[src/rtl/ascon_round_ctrl_pkg.sv]
// Shared types and constants for the ASCON round sequencer.
// Macro ASCON_ABORT_EN (see ascon_round_ctrl) does not affect this package.
package ascon_round_ctrl_pkg;

    typedef enum logic [1:0] {
        IDLE = 2'd0,
        INIT = 2'd1,
        RUN  = 2'd2,
        DONE = 2'd3
    } round_fsm_t;

    localparam logic [3:0] ROUND_LAST = 4'd11;
    localparam int         NB_PA      = 12;
    localparam int         NB_PB      = 8;

    // Index of the first round constant for a permutation of nb_rounds rounds.
    function automatic int first_index(input int nb_rounds);
        return 32'sd12 - nb_rounds;
    endfunction

endpackage

[src/rtl/ascon_round_ctrl_round_counter.sv]
// Loadable round-index up-counter; saturates at ROUND_LAST and flags it on last_o.
module ascon_round_counter
    import ascon_round_ctrl_pkg::*;
#(
    parameter int ROUND_W = 4
) (
    input  logic               clock_i,
    input  logic               rst_i,
    input  logic               load_i,
    input  logic [ROUND_W-1:0] load_val_i,
    input  logic               en_i,
    output logic [ROUND_W-1:0] round_o,
    output logic               last_o
);

    localparam logic [ROUND_W-1:0] LAST_VAL = ROUND_W'(ROUND_LAST);
    localparam logic [ROUND_W-1:0] ONE      = {{(ROUND_W-1){1'b0}}, 1'b1};

    logic [ROUND_W-1:0] round_r;

    // Round index register: load has priority, increment stops at the last round.
    always_ff @(posedge clock_i or negedge rst_i) begin
        if (!rst_i) begin
            round_r <= '0;
        end else if (load_i) begin
            round_r <= load_val_i;
        end else if (en_i && (round_r != LAST_VAL)) begin
            round_r <= round_r + ONE;
        end else begin
            round_r <= round_r;
        end
    end

    assign round_o = round_r;
    assign last_o  = (round_r == LAST_VAL);

endmodule

[src/rtl/ascon_round_ctrl.sv]
// Round sequencer driving the ASCON permutation's round index and load/enable controls.
// Optional macro ASCON_ABORT_EN adds abort_i to cancel a run in progress.
module ascon_round_ctrl
    import ascon_round_ctrl_pkg::*;
#(
    parameter int ROUND_W = 4,
    parameter int NB_PA   = ascon_round_ctrl_pkg::NB_PA,
    parameter int NB_PB   = ascon_round_ctrl_pkg::NB_PB
) (
    input  logic               clock_i,
    input  logic               rst_i,
    input  logic               start_i,
    input  logic               pb_sel_i,
    output logic               init_state_o,
    output logic [ROUND_W-1:0] round_o,
    output logic               en_perm_o,
    output logic               busy_o,
    output logic               done_o
`ifdef ASCON_ABORT_EN
    ,
    input  logic               abort_i
`endif
);

    localparam logic [ROUND_W-1:0] FIRST_PA = ROUND_W'(first_index(NB_PA));
    localparam logic [ROUND_W-1:0] FIRST_PB = ROUND_W'(first_index(NB_PB));

    round_fsm_t         state_r;
    round_fsm_t         state_nxt_s;
    logic               load_s;
    logic [ROUND_W-1:0] load_val_s;
    logic               en_cnt_s;
    logic               last_s;
    logic               abort_s;
    logic               init_r;
    logic               en_perm_r;
    logic               busy_r;
    logic               done_r;

`ifdef ASCON_ABORT_EN
    assign abort_s = abort_i;
`else
    assign abort_s = 1'b0;
`endif

    ascon_round_counter #(
        .ROUND_W    (ROUND_W)
    ) u_round_counter (
        .clock_i    (clock_i),
        .rst_i      (rst_i),
        .load_i     (load_s),
        .load_val_i (load_val_s),
        .en_i       (en_cnt_s),
        .round_o    (round_o),
        .last_o     (last_s)
    );

    // Next-state and counter control; every exit to IDLE/DONE parks the index at 0.
    always_comb begin
        state_nxt_s = state_r;
        load_s      = 1'b0;
        load_val_s  = '0;
        en_cnt_s    = 1'b0;
        case (state_r)
            IDLE, DONE: begin
                if (start_i) begin
                    state_nxt_s = INIT;
                    load_s      = 1'b1;
                    load_val_s  = pb_sel_i ? FIRST_PB : FIRST_PA;
                end else begin
                    state_nxt_s = IDLE;
                end
            end
            INIT, RUN: begin
                if (abort_s) begin
                    state_nxt_s = IDLE;
                    load_s      = 1'b1;
                end else if (last_s) begin
                    state_nxt_s = DONE;
                    load_s      = 1'b1;
                end else begin
                    state_nxt_s = RUN;
                    en_cnt_s    = 1'b1;
                end
            end
            default: begin
                state_nxt_s = IDLE;
                load_s      = 1'b1;
            end
        endcase
    end

    // State register plus outputs registered from the next state so they align with round_o.
    always_ff @(posedge clock_i or negedge rst_i) begin
        if (!rst_i) begin
            state_r   <= IDLE;
            init_r    <= 1'b0;
            en_perm_r <= 1'b0;
            busy_r    <= 1'b0;
            done_r    <= 1'b0;
        end else begin
            state_r   <= state_nxt_s;
            init_r    <= (state_nxt_s == INIT);
            en_perm_r <= (state_nxt_s == INIT) || (state_nxt_s == RUN);
            busy_r    <= (state_nxt_s == INIT) || (state_nxt_s == RUN);
            done_r    <= (state_nxt_s == DONE);
        end
    end

    assign init_state_o = init_r;
    assign en_perm_o    = en_perm_r;
    assign busy_o       = busy_r;
    assign done_o       = done_r;

endmodule

[config.mk]
export PLATFORM = sky130hd
export DESIGN_NAME = ascon_round_ctrl
export DESIGN_NICKNAME = d
export VERILOG_FILES = /design/src/rtl/ascon_round_ctrl_pkg.sv /design/src/rtl/ascon_round_ctrl_round_counter.sv /design/src/rtl/ascon_round_ctrl.sv
export SDC_FILE = /design/constraint.sdc
export NUM_CORES = 1
export LEC_CHECK = 0
export ABC_AREA = 1
export CORE_AREA = 3 3 40 42
export CTS_BUF_LIST = sky130_fd_sc_hd__clkbuf_8
export DETAILED_ROUTE_END_ITERATION = 6
export DIE_AREA = 0 0 43 45
export SETUP_SLACK_MARGIN = 0.5
export SLEW_MARGIN = 20
export SYNTH_ARGS = -nofsm -noshare
export SYNTH_HDL_FRONTEND = slang
export SYNTH_SLANG_ARGS = --single-unit
[constraint.sdc]
create_clock -name clock_i -period 1.2 [get_ports clock_i]
set_clock_uncertainty 0.2 [all_clocks]
set_input_delay 0.3 -clock clock_i [delete_from_list [all_inputs] [get_ports clock_i]]
set_output_delay 0.3 -clock clock_i [all_outputs]
set_load 0.1 [all_outputs]
* Yosys cells after proc, flatten, opt, wreduce, memory -nomap -nowiden
Cells that the tools add are included.
Word-level totals: register bits 9, bits of input ports 4
Cells by class: add/sub/neg operators 1, equality and inequality tests 8, multiplexer cells 13, reduce and logical (&&, ||, !) cells 6
Operators by type and width (count):
- 2-to-1 mux 4 bit | 3
- == test 2 bit (second input constant) | 4
- 2-to-1 mux 1 bit | 6
- 2-to-1 mux 3 bit | 2
- adder 4 x 1 -> 4 bit (second input constant) | 1
- == test 2 x 1 -> 1 bit (second input constant) | 2
- == test 4 bit (second input constant) | 1
- != test 4 bit (second input constant) | 1
- case mux 2 bit (2 select lines) | 1
- OR reduction 2 bit | 2
- logical NOT 2 bit | 1
- case mux 1 bit (2 select lines) | 1
- nonzero test 2 bit | 1
- logical AND 1 bit | 1
- logical OR 1 bit | 1

* Longest topological paths before layout
Gate-level depths: netlist (run 1).
word-level depth 6, gate-level depth with buffers 7

* Cells and area by module
Synthesis (run 1) repeated with hierarchy kept, for this count alone.
Unflattened totals: cell total of the unflattened synthesis 67, area, all modules 496.7 µm²
Modules (own cells, without submodules):
- ascon_round_counter | times used 1, cells an instance 41, area an instance 262.8 µm²
- ascon_round_ctrl | times used 1, cells an instance 26, area an instance 234.0 µm²

* Least setup slack after synthesis (run 1)
No wires, ideal clock.
path kind register to register, start register u_round_counter.round_r[0], in the netlist u_round_counter.round_o[0], end register u_round_counter.round_r[0], in the netlist u_round_counter.round_o[0], arrival time 1.706 ns, data required time 0.880 ns, setup slack -0.826 ns, cell stages (with the launch flop) 7, clock period less this slack 2.026 ns, cell sequence dfrtp_1 -> ha_1 -> nand3_2 -> nand2_2 -> inv_2 -> o21ai_2 -> inv_1
Between the ends: longest elaborated chain between the ends 5, elaborated cells between the ends (all ways) 11, those cells by class add/sub (1); eq/ne (2); mux (6); reduce/logical (2)
RTL lines:
- start: declaration | RTL line ascon_round_ctrl_round_counter.sv:19 | logic [ROUND_W-1:0] round_r;
- start signal: assignment | RTL line ascon_round_ctrl_round_counter.sv:26 | round_r <= load_val_i;
- start signal: assignment | RTL line ascon_round_ctrl_round_counter.sv:28 | round_r <= round_r + ONE;
- start signal: assignment | RTL line ascon_round_ctrl_round_counter.sv:30 | round_r <= round_r;
- parallel branches: the longest is 5 deep, another holds adder 4 x 1 -> 4 bit
Several ways; the timed one is not identified. The select of a mux whose other input is x is not followed. A chain may end at the register's enable or synchronous reset.

* Final worst setup path (run 1)
start register u_round_counter.round_r[1], in the netlist u_round_counter.round_o[1], end output port round_o[1]
RTL lines:
- end: declaration | RTL line ascon_round_ctrl.sv:15 | output logic [ROUND_W-1:0] round_o,
No word-level cell between the ends.

==> results of run 1 <==
==> placed cells by master (no fill, tap or decap) <==
master           netlist  final
buf_12                 0      9
buf_4                  1      4
buf_6                  0      5
clkbuf_8               0      3
clkdlybuf4s50_1        0      2
dfrtp_1                9      2
dfrtp_4                0      7
dlygate4sd2_1          0      1
ha_4                   0      1
inv_1                  8      5
inv_2                  1      3
inv_4                  0      1
inv_6                  0      1
nand2_1               16     10
nand2_2                3      7
nand2_4                0      2
nand3_2                2      3
nand3_4                0      1
nand4_1                1      1
nor2_2                 1      1
nor2_4                 0      2
o21ai_1                0      1
o21ai_2                1      1
xor2_1                 1      1
==> stage by stage <==
step                      util [%]  area [sq um]  TNS [ns]  setup WS [ns]  instances
after global placement       54.92         705.7    -1.100        -0.2365         78
after floorplan                  -         481.7    -1.469        -0.2599         50
after global routing         68.94         885.9    -2.642        -0.2417         89
final                        68.94         885.9    -2.248        -0.2251         89
after detailed placement     54.92         705.7    -1.192        -0.2508         78
after CTS                    64.26         825.8    -2.392        -0.2329         89
==> final cells by class <==
cell class | instances | share of cell area (%)
well taps | 15 | 2.119
multi-input cells | 31 | 26.41
clock buffers | 3 | 4.661
repair buffers | 21 | 33.33
clock inverters | 1 | 0.4237
inverters | 9 | 4.661
flip-flops and latches | 9 | 28.39
==> cell usage after synthesis <==
cell | instances | area (sq um)
nor2_2 | 1 | 6.260
inv_2 | 1 | 3.750
o21ai_0 | 1 | 5.000
buf_4 | 1 | 7.510
xor2_1 | 1 | 8.760
nand2_1 | 16 | 60.06
nand3_2 | 2 | 20.02
dfrtp_1 | 9 | 225.2
nand2_2 | 3 | 18.77
nand4_1 | 1 | 6.260
ha_1 | 1 | 12.51
o21ai_2 | 1 | 8.760
inv_1 | 8 | 30.03
nand3_1 | 2 | 10.01
nor2_1 | 2 | 7.510
==> state kept, by name, summed over array words and instances, names as in the netlist <==
signal / cells
u_round_counter.round_o: 4
done_o: 1
state_r: 2
init_state_o: 1
busy_o: 1
==> kinds of logic after synthesis <==
logic type      Yosys count  synth area share [%]
compound gates            2                 3.197
xor+xnor                  1                 2.035
fa+ha+maj                 1                 2.907
buf+inv                  10                 9.593
flops                     9                 52.33
simple gates             27                 29.95
==> repair_timing <==
| action | 4_1_cts | 5_1_grt |
|---|---|---|
| buffers inserted | 7 | 0 |
| setup endpoints to repair | 24 | 17 |
| pin swaps | 7 | 6 |
| resized for setup | 10 | 19 |
| hold endpoints to repair | 9 | 9 |
==> metal layers <==
metal / global-route usage (%) / share of wire (%) / up-vias
li1: - / - / 198
met1: 13.86 / 40 / 192
met2: 19.76 / 53 / 9
met3: 3.586 / 4.2 / 4
met4: 12.65 / 3.1 / 0
met5: 0 / 0 / -
==> how the worst max path moves through the flow <==
| stage | cells past startpoint | slack (ns) | to |
|---|---|---|---|
| floorplan | 6 | -0.26 | u_round_counter.round_o[0] |
| global placement | 6 | -0.24 | u_round_counter.round_o[2] |
| detailed placement | 6 | -0.25 | u_round_counter.round_o[2] |
| CTS | 1 | -0.23 | round_o[0] |
| global route | 1 | -0.24 | round_o[1] |
| finish | 1 | -0.23 | round_o[1] |
==> flow_metrics.py, run 1 <==
metrics = {
    "drt": {
        "route.detailed.drc": 0,
        "avgViaCountPerCell": 4.528,
        "routedWlPerCell_microns": 11.02,
        "ant_nets": 0,
        "drtIter0Drc": 4,
        "vias": 403,
        "wl_microns": 981,
        "first_pass_iters": 4,
    },
    "run": {
        "max-cap-violations": 0,
    },
    "grt": {
        "antenna_found_initial": 0,
        "gr-total-overflow": 0,
        "grt_pass1_vias": 408,
        "grt_usage_pct": 12.77,
        "grt_max_degree": 10,
        "grt_pass1_wl_mm": 1.725,
    },
    "outcome": {
        "status": "finished, violations left",
        "violations": "hold timing, setup timing",
    },
    "critical_path": {
        "cp_top_family": "flip-flops",
        "crit_type": "register to output pin",
        "cp-end-kind": "output pin",
        "worst_setup_path_start_kind": "register",
        "critPathArrivalTime_ns": 0.93,
        "cpMaxStageDelayCell": "dfrtp_4",
        "crit_start": "u_round_counter.round_o[1]",
        "cp_max_fo": 4,
        "max_stage_delay_ns": 0.51,
        "path_cells": "buf_12",
        "crit_buf_inv": 1,
        "worst_r2r_endpoint": "u_round_counter.round_o[0]",
        "worstReg2RegStart": "u_round_counter.round_o[2]",
        "worstPathRequired_ns": 0.70,
        "reg2reg_depth": 7,
        "ff2ff_setup_slack_ns": -0.13,
    },
    "clock_network": {
        "cts_buffers": 3,
        "cts-root-buf": "clkbuf_8",
        "cts_tree": "done",
        "clock_sinks": 9,
        "cts.clk_slew.worst_paths_ns": 0.05,
        "clockBufferDepth": 2,
        "clock_latency_ns": 0.23,
        "htree_levels": 1,
    },
    "sta": {
        "clock.fmax_ghz": 0.7017,
        "finalCriticalPeriod_ns": 1.425,
        "hold_ws_ns": -0.08151,
        "worst_slew_pin_slew_ns": 0.1841,
        "finalCritPeriodShare_pct": 118.8,
        "max_slew_margin_pct": 87.68,
        "hold_violations": 9,
        "slew_viol_final": 0,
        "setup_viol": 15,
        "rsz0062_at_grt": "yes",
        "setup_ws_ns": -0.2251,
    },
    "floorplanning": {
        "io_pins": 12,
        "die_x_microns": 43,
        "core-area_sq_um": 1285,
        "die-height_microns": 45,
        "die-area_sq_um": 1935,
        "initial_core_util_pct": 33.50,
        "num_rows": 13,
    },
    "logic_synthesis": {
        "synth.net_count": 55,
        "synth.distinct_cells": 15,
        "netlist_area_sq_um": 430.4,
        "avgSynthCellArea_sq_um": 8.608,
        "netlist_instances": 50,
        "yosys_warnings": 0,
        "ys_ff_latch": 9,
        "ys_seq_area_share_pct": 52.33,
    },
    "finish": {
        "nets": 80,
        "antenna_cells": 0,
        "fillerInstances": 97,
        "multi_input_area_sq_um": 234.0,
        "drive_above_1_share_pct": 68.92,
        "area_growth_pct": 105.8,
        "regArea_sq_um": 251.5,
    },
    "hold_path": {
        "hp-class": "primary input to asynchronous set/reset pin",
    },
    "place": {
        "io_buffers": 11,
        "hpwl_microns": 666.4,
        "gp_congestion": 0.7682,
    },
}
Power of run 1 is left out: the tool's default activity adds up to more than one toggle a clock period on the data nets, which glitch-free logic cannot reach.
==> run 2, diff against run 1 <==
--- a/config.mk
+++ b/config.mk
@@ -6,12 +6,15 @@
 export NUM_CORES = 1
 export LEC_CHECK = 0
 export ABC_AREA = 1
+export ABC_CLOCK_PERIOD_IN_PS = 1200
 export CORE_AREA = 3 3 40 42
 export CTS_BUF_LIST = sky130_fd_sc_hd__clkbuf_8
 export DETAILED_ROUTE_END_ITERATION = 6
 export DIE_AREA = 0 0 43 45
+export GPL_TIMING_DRIVEN = 0
 export SETUP_SLACK_MARGIN = 0.5
 export SLEW_MARGIN = 20
 export SYNTH_ARGS = -nofsm -noshare
 export SYNTH_HDL_FRONTEND = slang
 export SYNTH_SLANG_ARGS = --single-unit
+export TNS_END_PERCENT = 10
==> run 2 against run 1 <==
The run still ends with hold timing, setup timing left. Cell area shrank 22%. Wire length shrank 15%. Global-route usage decreased by 2.3 points. Highest routed layer unchanged.
==> flow_metrics.py, run 2 (synthesized netlist as in run 1, its figures left out) <==
metrics = {
    "outcome": {
        "status": "finished, violations left",
        "violations": "hold timing, setup timing",
    },
    "critical_path": {
        "crit_buf_inv": 2,
        "cp_top_family": "flip-flops",
        "worstPathRequired_ns": 0.70,
        "cp-end-kind": "output pin",
        "critPathArrivalTime_ns": 0.97,
        "crit_start": "busy_o",
        "max_stage_delay_ns": 0.47,
        "cp.depth": 2,
        "cpMaxStageDelayCell": "dfrtp_4",
        "reg2reg_depth": 4,
        "cp_max_fo": 2,
        "crit_type": "register to output pin",
        "worst_setup_path_start_kind": "register",
        "worstReg2RegStart": "u_round_counter.round_o[0]",
        "path_cells": "buf_6, buf_12",
    },
    "sta": {
        "hold_violations": 9,
        "clock.fmax_ghz": 0.6785,
        "setup_ws_ns": -0.2739,
        "rsz0062_at_grt": "yes",
        "worst_slew_pin_slew_ns": 0.4039,
        "setup_viol": 13,
        "hold_ws_ns": -0.1023,
        "finalCritPeriodShare_pct": 122.8,
        "finalCriticalPeriod_ns": 1.474,
        "max_slew_margin_pct": 73.07,
        "slew_viol_final": 0,
    },
    "run": {
        "max-cap-violations": 0,
    },
    "finish": {
        "post-route-util_pct": 54.04,
        "antenna_cells": 0,
        "final_cell_mix": "nand2_1 (15), inv_1 (7), nand2_2 (4), dfrtp_1 (4), buf_12 (4)",
        "nets": 72,
        "largest_reg_flops": 4,
        "area_growth_pct": 61.34,
        "drive_above_1_share_pct": 45.45,
        "layout_commonest_cell": "nand2_1",
        "finalNonFillerCells": 81,
    },
    "hold_path": {
        "hp-class": "primary input to asynchronous set/reset pin",
    },
    "place": {
        "io_buffers": 11,
        "hpwl_microns": 606.6,
        "gp_congestion": 0.7598,
        "post-place-ws_ns": -0.8893,
        "place_inst": 76,
    },
    "floorplanning": {
        "initial_core_util_pct": 33.50,
        "die-area_sq_um": 1935,
        "die_x_microns": 43,
        "core-area_sq_um": 1285,
        "io_pins": 12,
        "die-height_microns": 45,
        "num_rows": 13,
    },
    "clock_network": {
        "cts.clk_slew.worst_paths_ns": 0.05,
        "cts-root-buf": "clkbuf_8",
        "htree_levels": 1,
        "clock_sinks": 9,
        "cts_tree": "done",
        "clock_latency_ns": 0.23,
        "clockBufferDepth": 2,
        "cts_buffers": 3,
    },
    "grt": {
        "grt_max_degree": 10,
        "antenna_found_initial": 0,
        "grt_pass1_vias": 319,
        "gr-total-overflow": 0,
        "grt_usage_pct": 10.44,
        "grt_pass1_wl_mm": 1.414,
    },
    "drt": {
        "drtIter0Drc": 4,
        "first_pass_iters": 3,
        "route.detailed.drc": 0,
        "vias": 359,
        "routedWlPerCell_microns": 10.27,
        "avgViaCountPerCell": 4.432,
        "ant_nets": 0,
        "wl_microns": 832,
    },
}
-- run 2: final timing paths --
check / endpoint / slack [ns]
max in group asynchronous: busy_o / 0.58
max reg2reg: u_round_counter.round_o[2] / -0.09
min in group clock_i: state_r[1] / 0.37
min reg2reg: state_r[1] / 0.37
max: en_perm_o / -0.27
min: done_o / -0.10
-- run 2: layer usage --
metal / vias up / share of wire, % / track usage [%]
met1: 165 / 41 / 11.94
met5: - / 0 / 0
met4: 0 / 0.96 / 5.422
met3: 2 / 6.1 / 4.781
met2: 9 / 52 / 16.47
li1: 183 / - / -
-- run 2: what timing repair did --
action / 4_1_cts / 5_1_grt
resized for setup: 67 / 4
setup endpoints to repair: 26 / 17
setup buffers: 1 / 0
pin swaps: 2 / 3
hold endpoints to repair: 9 / 9
-- run 2: cell type report --
class	instances	area (sq um)
Fill cell	124	590.6
Clock buffer	3	41.29
Inverter	9	36.28
Buffer	1	11.26
Multi-Input combinational cell	31	178.9
Clock inverter	1	3.754
Tap cell	15	18.77
Sequential cell	9	239.0
Timing Repair Buffer	12	165.2
-- run 2: worst reg2reg max path: stages (launching register included) --
cell	delay, ns
dfrtp_4	0.50
ha_4	0.18
xor2_1	0.16
nand2_1	0.07
nand3_1	0.06
-- run 2: stage by stage --
stage / setup TNS [ns] / cell area (sq um)
floorplan: -2.022 / 456.7
global placement: -7.841 / 585.6
detailed placement: -7.884 / 585.6
CTS: -1.886 / 688.2
global route: -2.281 / 694.4
finish: -1.806 / 694.4
Power of run 2 is left out for the same reason.
